[config.mk]
export PLATFORM = sky130hd
export DESIGN_NAME = power_ramp_ctrl
export DESIGN_NICKNAME = d
export VERILOG_FILES = /design/src/rtl/power_ramp_ctrl.sv
export SDC_FILE = /design/constraint.sdc
export NUM_CORES = 1
export LEC_CHECK = 0
export ABC_CLOCK_PERIOD_IN_PS = 3700
export BUFFER_PORTS_ARGS = -buffer_cell sky130_fd_sc_hd__buf_2
export CORE_MARGIN = 1
export CORE_UTILIZATION = 40
export CTS_CLUSTER_DIAMETER = 150
export DETAILED_ROUTE_END_ITERATION = 8
export PLACE_DENSITY_LB_ADDON = 0.2
export RECOVER_POWER = 100
export SLEW_MARGIN = 25
export SYNTH_ARGS = -nofsm -noshare
export SYNTH_HDL_FRONTEND = slang
export SYNTH_SLANG_ARGS = --single-unit
[constraint.sdc]
create_clock -name clk_in -period 3.7 [get_ports clk_in]
set_clock_uncertainty 0.05 [all_clocks]
set_input_delay 0.555 -clock clk_in [delete_from_list [all_inputs] [get_ports clk_in]]
set_output_delay 0.555 -clock clk_in [all_outputs]
set_load 0.02 [all_outputs]
[src/rtl/power_ramp_ctrl.sv]
// power_ramp_ctrl: steps a thermometer enable mask over NUM_GROUPS load groups toward a
// commanded level, one group per STEP_CYCLES clocks, to bound supply di/dt.
// Optional feature: define POWER_RAMP_ABORT_EN to add the cmd_abort emergency all-off input.
module power_ramp_ctrl #(
  parameter int unsigned NUM_GROUPS  = 64,
  parameter int unsigned STEP_CYCLES = 1000,
  parameter int unsigned HB_DIV      = 50_000_000
) (
  input  logic                  clk_in,
  input  logic                  rst,
  input  logic                  cmd_valid,
  output logic                  cmd_ready,
  input  logic [7:0]            cmd_target,
`ifdef POWER_RAMP_ABORT_EN
  input  logic                  cmd_abort,
`endif
  output logic [NUM_GROUPS-1:0] grp_en,
  output logic                  ramp_busy,
  output logic [3:0]            status_led
);

  localparam int unsigned TmrW = (STEP_CYCLES > 1) ? $clog2(STEP_CYCLES) : 1;
  localparam int unsigned HbW  = (HB_DIV > 1) ? $clog2(HB_DIV) : 1;
  localparam logic [TmrW-1:0] TmrLoad  = TmrW'(STEP_CYCLES - 1);
  localparam logic [HbW-1:0]  HbLast   = HbW'(HB_DIV - 1);
  localparam logic [7:0]      LevelMax = 8'(NUM_GROUPS);

  typedef enum logic [1:0] {StIdle, StUp, StDown} state_e;

  state_e          state_q;
  logic [7:0]      level_q;
  logic [7:0]      target_q;
  logic [TmrW-1:0] tmr_q;
  logic [HbW-1:0]  hb_cnt_q;
  logic            hb_q;
  logic            lvl_nz_q;
  logic            lvl_full_q;

  logic            abort;
  logic [7:0]      cmd_clamped;
  logic [7:0]      level_step;

`ifdef POWER_RAMP_ABORT_EN
  assign abort = cmd_abort;
`else
  assign abort = 1'b0;
`endif

  // Thermometer mask: bit i set iff lvl > i.
  function automatic logic [NUM_GROUPS-1:0] therm(input logic [7:0] lvl);
    therm = '0;
    for (int i = 0; i < int'(NUM_GROUPS); i++) begin
      therm[i] = (int'(lvl) > i);
    end
  endfunction

  // Clamp the request and form the candidate next level for the current direction.
  always_comb begin
    cmd_clamped = (cmd_target > LevelMax) ? LevelMax : cmd_target;
    level_step  = (state_q == StUp) ? level_q + 8'd1 : level_q - 8'd1;
  end

  // Ramp FSM; every output is updated on the same edge as the level it reflects.
  always_ff @(posedge clk_in) begin
    if (rst || abort) begin
      state_q    <= StIdle;
      level_q    <= 8'd0;
      target_q   <= 8'd0;
      tmr_q      <= '0;
      grp_en     <= '0;
      ramp_busy  <= 1'b0;
      cmd_ready  <= 1'b1;
      lvl_nz_q   <= 1'b0;
      lvl_full_q <= 1'b0;
    end else begin
      unique case (state_q)
        StIdle: begin
          if (cmd_valid) begin
            target_q <= cmd_clamped;
            // Equal target is accepted but leaves every output untouched.
            if (cmd_clamped != level_q) begin
              state_q   <= (cmd_clamped > level_q) ? StUp : StDown;
              tmr_q     <= TmrLoad;
              ramp_busy <= 1'b1;
              cmd_ready <= 1'b0;
            end
          end
        end
        StUp, StDown: begin
          if (tmr_q == '0) begin
            // Direction is only chosen toward a target inside 0..NUM_GROUPS, so no wrap.
            level_q    <= level_step;
            grp_en     <= therm(level_step);
            lvl_nz_q   <= (level_step != 8'd0);
            lvl_full_q <= (level_step == LevelMax);
            if (level_step == target_q) begin
              state_q   <= StIdle;
              tmr_q     <= '0;
              ramp_busy <= 1'b0;
              cmd_ready <= 1'b1;
            end else begin
              tmr_q <= TmrLoad;
            end
          end else begin
            tmr_q <= tmr_q - TmrW'(1);
          end
        end
        default: begin
          state_q <= StIdle;
        end
      endcase
    end
  end

  // Free-running heartbeat divider; abort leaves it running.
  always_ff @(posedge clk_in) begin
    if (rst) begin
      hb_cnt_q <= '0;
      hb_q     <= 1'b0;
    end else if (hb_cnt_q == HbLast) begin
      hb_cnt_q <= '0;
      hb_q     <= ~hb_q;
    end else begin
      hb_cnt_q <= hb_cnt_q + HbW'(1);
    end
  end

  assign status_led = {lvl_nz_q, lvl_full_q, ramp_busy, hb_q};

endmodule
# Word level (Yosys, flattened, before mapping)
# Index checks and enable logic that the tools add are counted.
dict set report op_classes {
  bitwise 1
  addsub 4
  eq_ne 10
  n_reduce_logical 11
  magnitude_cmp 66
  muxes 23
}
# operator count
set op_table {}
lappend op_table {{$gt A8 B6 Y1 const B} 32}
lappend op_table {{$gt A8 B5 Y1 const B} 16}
lappend op_table {{$gt A8 B4 Y1 const B} 8}
lappend op_table {{$mux W10} 4}
lappend op_table {{$gt A8 B3 Y1 const B} 4}
lappend op_table {{$add A26 B1 Y26 const B} 1}
lappend op_table {{$eq A26 B26 Y1 const B} 1}
lappend op_table {{$pmux W10 S2} 1}
lappend op_table {{$gt A8 B1 Y1 const B} 2}
lappend op_table {{$gt A8 B2 Y1 const B} 2}
lappend op_table {{$mux W8} 2}
lappend op_table {{$logic_not A10 Y1} 1}
lappend op_table {{$mux W2} 5}
lappend op_table {{$sub A10 B1 Y10 const B} 1}
lappend op_table {{$add A8 B1 Y8 const B} 1}
lappend op_table {{$eq A8 B7 Y1 const B} 1}
lappend op_table {{$eq A8 B8 Y1} 1}
lappend op_table {{$gt A8 B7 Y1 const B} 1}
lappend op_table {{$gt A8 B8 Y1} 1}
lappend op_table {{$mux W1} 8}
lappend op_table {{$ne A2 B2 Y1 const B} 4}
lappend op_table {{$ne A8 B8 Y1} 1}
lappend op_table {{$reduce_bool A8 Y1} 1}
lappend op_table {{$sub A8 B1 Y8 const B} 1}
lappend op_table {{12 further kinds} 15}
dict set report word_totals {
  wordCells 126
  out_inout_bits 70
  regBits 123
  in_bits 11
}

# Longest topological paths before layout
# Gate-level depths: netlist (run 1).
dict set report depth {
  depth_word 7
  ltp_mapped 13
  ltp_nobuf 11
}

# Least setup slack after synthesis (run 1)
# OpenSTA, ideal clock, no wires.
dict set report synth_path {
  path_type {reg2reg}
  from {register state_q[1]}
  to {register state_q[0]}
  synth_period_minus_slack_ns 2.994
  slack_ns 0.706
  required_ns 3.529
  setup_ns 0.121
  n_path_buf 0
  stages_incl_launch_ff 12
  t_arrival_ns 2.823
  path_cell_list {dfxtp_1 > inv_1 > ha_1 > inv_1 > ha_1 > a21oi_1 > o21ai_0 > or3_1 > a2111oi_2 > nand3_1 > a22oi_2 > mux2_2}
}
dict set report synth_between {
  elab_chain_len 5
  word_cells_on_any_way 12
  classes_between {eq/ne: 7; mux: 2; reduce/logical: 3}
}
# element line
set synth_lines {}
lappend synth_lines {{from (decl)} 30} ;# state_e state_q;
lappend synth_lines {{from (signal assigned)} 66} ;# state_q <= StIdle;
lappend synth_lines {{from (signal assigned)} 82} ;# state_q <= (cmd_clamped > level_q) ? StUp : StDown;
lappend synth_lines {{from (signal assigned)} 97} ;# state_q <= StIdle;
lappend synth_lines {{$eq A2 B1 Y1} {60, 76}}
lappend synth_lines {{$mux W8} 60} ;# level_step = (state_q == StUp) ? level_q + 8'd1 : level_q - 8'd1;
lappend synth_lines {{$eq A8 B8 Y1} 96} ;# if (level_step == target_q) begin
lappend synth_lines {{$ne A2 B2 Y1 (no line)} n/a}
lappend synth_lines {{$reduce_and A4 Y1 (no line)} n/a}
# Parallel ways exist; a longest one is shown, timed or not.
# A chain may end at the register's enable or synchronous reset.

# Worst setup path in the final report (run 1)
# Same ends and word-level chain as after synthesis.

==> reports/results.ini, run 1 <==
[power]
clkPwrFrac=0.288
seqPwrFrac=0.265
p_leak_nw=2.56
swShare=0.424
power_switching_mw=2.70
ir_drop_v=0.000415
powerDensity_nw_per_um2=911
p_int_mw=3.67
power_frac_comb=0.447

[critical_path]
critPathRequiredTime_ps=3950
critPathKind=flip-flop to flip-flop
crit_fanout=8
startpoint_type=flip-flop
cp.arrival_ps=3680
cp-end-kind=flip-flop

[floorplan]
coreArea_um2=14500
dieArea_um2=15300
initial_core_util=0.408
io_pins=81
die_h_um=124
rows=44
die_w_um=124

[hold_path]
min-delay-path-class=input pin to flip-flop

[sta]
setup_slack_ps=277
fmax_ghz=0.292
min_period_ps=3420
tns_ps=0
worst_slew_pin_slew_ps=1330
maxSlewHeadroom=0.116
rsz0062_at_grt=false
setup_viol=0
slew_viol_final=0
min_period_over_period=0.925
whs_ps=369
finalHoldViolations=0

[clock_tree]
hold_buffers=0
cts_buffers=17
cts_tree=yes
numClockSinks=122
clk_latency_ps=410
htreeDepth=4
root_buffer=clkbuf_16
clkTransAtPathRegs_ps=50
clockBufferDepth=2

[yosys]
synthCells=730
avgSynthCellArea_um2=8.09
synthArstFlopShare=0
synth_top_area_cell=dfxtp_1
yosys_warnings=0
synth_ff_type=dfxtp_1
synthTopCellsByArea=dfxtp_1 41%, nor2_1 8.4%, ha_1 4.9%
netlist_area_um2=5910
syn-num-nets=765
synth_edf_count=0
ys_seq_elements=122
synth_cell_type_count=55
yosysTopAreaCellShare=0.413
synth-seq-area-share=0.413

[cells_and_area]
final_nets=831
mostFrequentLayoutCells=133 x nor2_1, 122 x dfxtp_1, 73 x clkbuf_1
insertedDiodeCount=0
fillers=1432
drive_above_1_share=0.0803
area_delta_synth_final_pct=18.5
final_common_cell=nor2_1

[place]
dp_slack_ps=262
gp_congestion=0.888
dpl.hpwl_um=10600
portBuffers=80

[global_route]
grt_usage=0.209
grt_max_degree=72
gr-total-overflow=0
antenna_found_initial=0
grt_pass1_vias=4884
grt_pass1_wl_um=24400

[route]
drc_errors=0
viasPerCell=5.30
ant_nets=0
dr_total_vias=5259
drtIter0Drc=473
drt-wirelength-per-cell_um=15.3
drt-pass1-iter-count=5
wl_um=15200

[run_status]
run_status=finished clean

[flow_run]
drv_cap=0

routing by layer:
layer | up-vias | wire, um | track usage
met5 | - | 0 | 0
met3 | 17 | 799 | 0.0581
li1 | 2667 | - | -
met2 | 121 | 7270 | 0.342
met4 | 0 | 232 | 0.0783
met1 | 2454 | 6900 | 0.259
final cells by class:
class                           count  area, um2  share of cell area
Inverter                           20       75.1              0.0107
Clock inverter                     11        190              0.0272
Timing Repair Buffer               97        445              0.0636
Sequential cell                   122       2440               0.349
Tap cell                          184        230              0.0329
Multi-Input combinational cell    538       3150               0.449
Clock buffer                       21        470              0.0672
synth_stat cells, drive strengths merged, types with 4 or more instances:
library cell	n
o21a	4
nand2	59
buf	21
xnor2	21
ha	23
nand4	6
clkbuf	29
inv	19
dfxtp	122
nor4	4
nor3	50
a31oi	7
a21oi	52
and4	4
xor2	22
or3	11
and2	6
nor2	133
and3	6
a311oi	6
nand3	24
o21ai	30
a211oi	32
state kept, by name, summed over array words and instances (netlist names):
register    count
tmr_q          10
target_q        8
state_q         2
ramp_busy       1
hb_cnt_q       26
hb_q            1
lvl_nz_q        1
cmd_ready       1
grp_en         63
level_q         8
lvl_full_q      1
per-stage QoR:
stage	util	instances	cell area (um2)	power, mW
floorplan	-	730	5910	3.74
global placement	0.445	960	6440	4.61
detailed placement	0.445	960	6440	4.64
CTS	0.491	992	7100	6.50
global route	0.483	993	7000	6.80
finish	0.483	993	7000	6.38
final timing paths:
| path | depth (start not counted) | start | slack (ps) | to |
|---|---|---|---|---|
| setup reg to reg | 11 | state_q[1] | 280 | state_q[0] |
| hold / removal | 3 | cmd_target[0] | 370 | target_q[0] |
| hold reg to reg | 2 | lvl_full_q | 410 | lvl_full_q |
| setup / recovery | 11 | state_q[1] | 280 | state_q[0] |
cell families (layout without fill, tap and decap cells):
| group | after synthesis | in the layout | synth area share |
|---|---|---|---|
| simple gates | 320 | 320 | 0.253 |
| fa+ha+maj | 24 | 24 | 0.0521 |
| compound gates | 146 | 146 | 0.159 |
| xor+xnor | 43 | 43 | 0.0638 |
| flops | 122 | 122 | 0.413 |
| other cells | 1 | 1 | 0.000635 |
| buf+inv | 70 | 149 | 0.0506 |
| mux | 4 | 4 | 0.00720 |
what timing repair did:
item / 4_1_cts / 5_1_grt
buffers inserted: 0 / 1
resized for setup: 0 / 0
endpoints found under the setup margin: 0 / 14
power by group through the flow:
stage          combinational [mW]  clock (mW)  sequential (mW)
6_report                     2.85        1.84             1.69
5_1_grt                      3.15        1.93             1.72
4_1_cts                      2.95        1.87             1.69
3_5_place_dp                 2.93           0             1.71
3_3_place_gp                 2.91           0             1.70
2_1_floorplan                1.90           0             1.84
critical path: stages, from the launching register on:
cell	delay, ps
dfxtp_1	330
inv_1	60
ha_1	230
inv_1	260
ha_1	330
a21oi_1	240
a21oi_1	160
or3_1	370
a211oi_1	450
nand3_1	240
a22oi_2	230
mux2_2	360
Power figures use the tool's default switching activity.
==> run 2: changes to the inputs <==
ABC_CLOCK_PERIOD_IN_PS = 4350   (was 3700)
REMOVE_ABC_BUFFERS = 1   (was unset)
clock period = 4.35 ns   (was 3.7 ns; I/O delays follow)
==> run 2 against run 1 <==
Fmax fell by 9.2%; sequential power fell by 15%; critical endpoint is now grp_en[29]; critical path type unchanged; register-to-register slack improved by 300 ps; worst hold slack better by 51 ps; largest power group unchanged.
==> reports/results.ini, run 2 (synthesized netlist as in run 1, its figures left out) <==
[clock_tree]
cts_buffers=17  ; unchanged
root_buffer=clkbuf_16  ; unchanged
clockBufferDepth=2  ; unchanged
clkTransAtPathRegs_ps=60  ; was 50 ps
htreeDepth=4  ; unchanged
numClockSinks=122  ; unchanged
post_cts_buffers=0  ; unchanged
hold_buffers=0  ; unchanged
cts_resized=0  ; unchanged
cts_tree=yes  ; unchanged
clk_latency_ps=420  ; was 410 ps

[cells_and_area]
regMostFlops=grp_en  ; unchanged
mostFrequentLayoutCells=133 x nor2_1, 122 x dfxtp_1, 73 x clkbuf_1  ; unchanged
final_common_cell=nor2_1  ; unchanged
final_nets=823  ; was 831
instances_no_fill=985  ; was 993
multi_input_area_um2=3140  ; was 3150 um2
largest_register_ffs=63  ; unchanged
ff_latch_area_um2=2440  ; unchanged
insertedDiodeCount=0  ; unchanged
area_delta_synth_final_pct=15.1  ; was 18.5%
reg.largest.list=grp_en: 63 flops, hb_cnt_q: 26 flops, tmr_q: 10 flops  ; unchanged
drive_above_1_share=0.0712  ; was 0.0803
fillers=1464  ; was 1432

[global_route]
grt_max_degree=72  ; unchanged
grt_pass1_vias=5001  ; was 4884
gr-total-overflow=0  ; unchanged
grt_usage=0.213  ; was 0.209
antenna_found_initial=0  ; unchanged
grt_pass1_wl_um=24900  ; was 24400 um

[critical_path]
cp-end-kind=flip-flop  ; unchanged
startpoint_type=flip-flop  ; unchanged
cp.arrival_ps=4010  ; was 3680 ps
cp.depth=11  ; unchanged
reg2reg_depth=11  ; unchanged
crit_fanout=16  ; was 8
slowest_stage=a221oi_2  ; was a211oi_1
critPathRequiredTime_ps=4590  ; was 3950 ps
cpPeakStageDelay_ps=790  ; was 450 ps
critPathKind=flip-flop to flip-flop  ; unchanged
cp.buffers_inverters=2  ; unchanged
regToRegSetupSlack_ps=580  ; was 280 ps
critPathTopFamily=compound AO/OA/AOI/OAI gates  ; unchanged
path_cells=inv_1 -> ha_1 -> inv_1 -> ha_1 -> nand2_1 -> a211oi_1 -> o21ai_0 -> a221oi_2 -> o21ai_2 -> a31oi_1 -> nor3_1  ; was inv_1 -> ha_1 -> inv_1 -> ha_1 -> a21oi_1 -> a21oi_1 -> or3_1 -> a211oi_1 -> nand3_1 -> a22oi_2 -> mux2_2

[floorplan]
initial_core_util=0.408  ; unchanged
io_pins=81  ; unchanged
die_w_um=124  ; unchanged
dieArea_um2=15300  ; unchanged
rows=44  ; unchanged
die_h_um=124  ; unchanged
coreArea_um2=14500  ; unchanged

[route]
dr_total_vias=5310  ; was 5259
ant_nets=0  ; unchanged
drtIter0Drc=462  ; was 473
viasPerCell=5.39  ; was 5.30
drt-pass1-iter-count=7  ; was 5
drc_errors=0  ; unchanged
drt-wirelength-per-cell_um=15.6  ; was 15.3 um
wl_um=15400  ; was 15200 um

[sta]
setup_viol=0  ; unchanged
tns_ps=0  ; unchanged
maxSlewHeadroom=0.0203  ; was 0.116
fmax_ghz=0.265  ; was 0.292 GHz
min_period_over_period=0.867  ; was 0.925
whs_ps=419  ; was 369 ps
setup_slack_ps=579  ; was 277 ps
worst_slew_pin_slew_ps=1470  ; was 1330 ps
min_period_ps=3770  ; was 3420 ps
slew_viol_final=0  ; unchanged
rsz0062_at_grt=false  ; unchanged
finalHoldViolations=0  ; unchanged

[power]
power_mw=5.04  ; was 6.38 mW
p_leak_nw=2.46  ; was 2.56 nW
ir_drop_v=0.000369  ; was 0.000415 V
powerDensity_nw_per_um2=742  ; was 911 nW/um2

[flow_run]
drv_cap=0  ; unchanged

[place]
gp_congestion=0.880  ; was 0.888
dpl.hpwl_um=10600  ; about the same
portBuffers=80  ; unchanged
dp_slack_ps=839  ; was 262 ps
dp_cells=953  ; was 960

[hold_path]
min-delay-path-class=flip-flop to flip-flop  ; was input pin to flip-flop
holdPathStages=2  ; was 3

[run_status]
run_status=finished clean  ; unchanged

[run 2: changes by cell type in the layout (fill, tap and decap cells not counted), moves of 2 or more]
cell and change:
buf_4 -6, bufinv_16 -5, clkinv_2 +2, clkinv_4 +2, clkinvlp_4 +2, nor3_1 -2
[run 2: final cells by class]
class	instances	share of cell area
clock buffer	21	0.0677
clock inverter	11	0.0109
sequential	122	0.359
timing repair buffer	89	0.0554
tap	184	0.0339
multi-input combinational	538	0.462
inverter	20	0.0110
[run 2: path summary, 6_finish.rpt]
kind          startpoint          end
max           state_q[1]   grp_en[29]
min          target_q[0]  target_q[0]
max reg2reg   state_q[1]   grp_en[29]
min reg2reg  target_q[0]  target_q[0]
[run 2: metal layers]
| layer | global-route usage | vias up | part of all wire |
|---|---|---|---|
| met5 | 0 | - | 0 |
| met4 | 0.0896 | 0 | 0.019 |
| met3 | 0.0586 | 21 | 0.052 |
| met2 | 0.334 | 149 | 0.46 |
| met1 | 0.274 | 2496 | 0.47 |
| li1 | - | 2644 | - |
[run 2: report_power, final]
group / internal [mW] / switching (mW) / total (mW)
logic: 0.731 / 1.60 / 2.33
registers: 1.30 / 0.139 / 1.44
clock network: 0.753 / 0.512 / 1.27
total: 2.79 / 2.26 / 5.04
[run 2: worst register-to-register path: stages (launching register included)]
cell      delay, ps
dfxtp_1         310
inv_1            70
ha_1            230
inv_1           190
ha_1            490
nand2_1         120
a211oi_1        380
o21ai_0         200
a221oi_2        790
o21ai_2         450
a31oi_1         290
nor3_1           70
[run 2: per-stage QoR]
stage,area [um2],utilization
6_report,6800,0.469
5_1_grt,6800,0.469
4_1_cts,6930,0.479
3_5_place_dp,6400,0.442
3_3_place_gp,6400,0.442
2_1_floorplan,5680,-
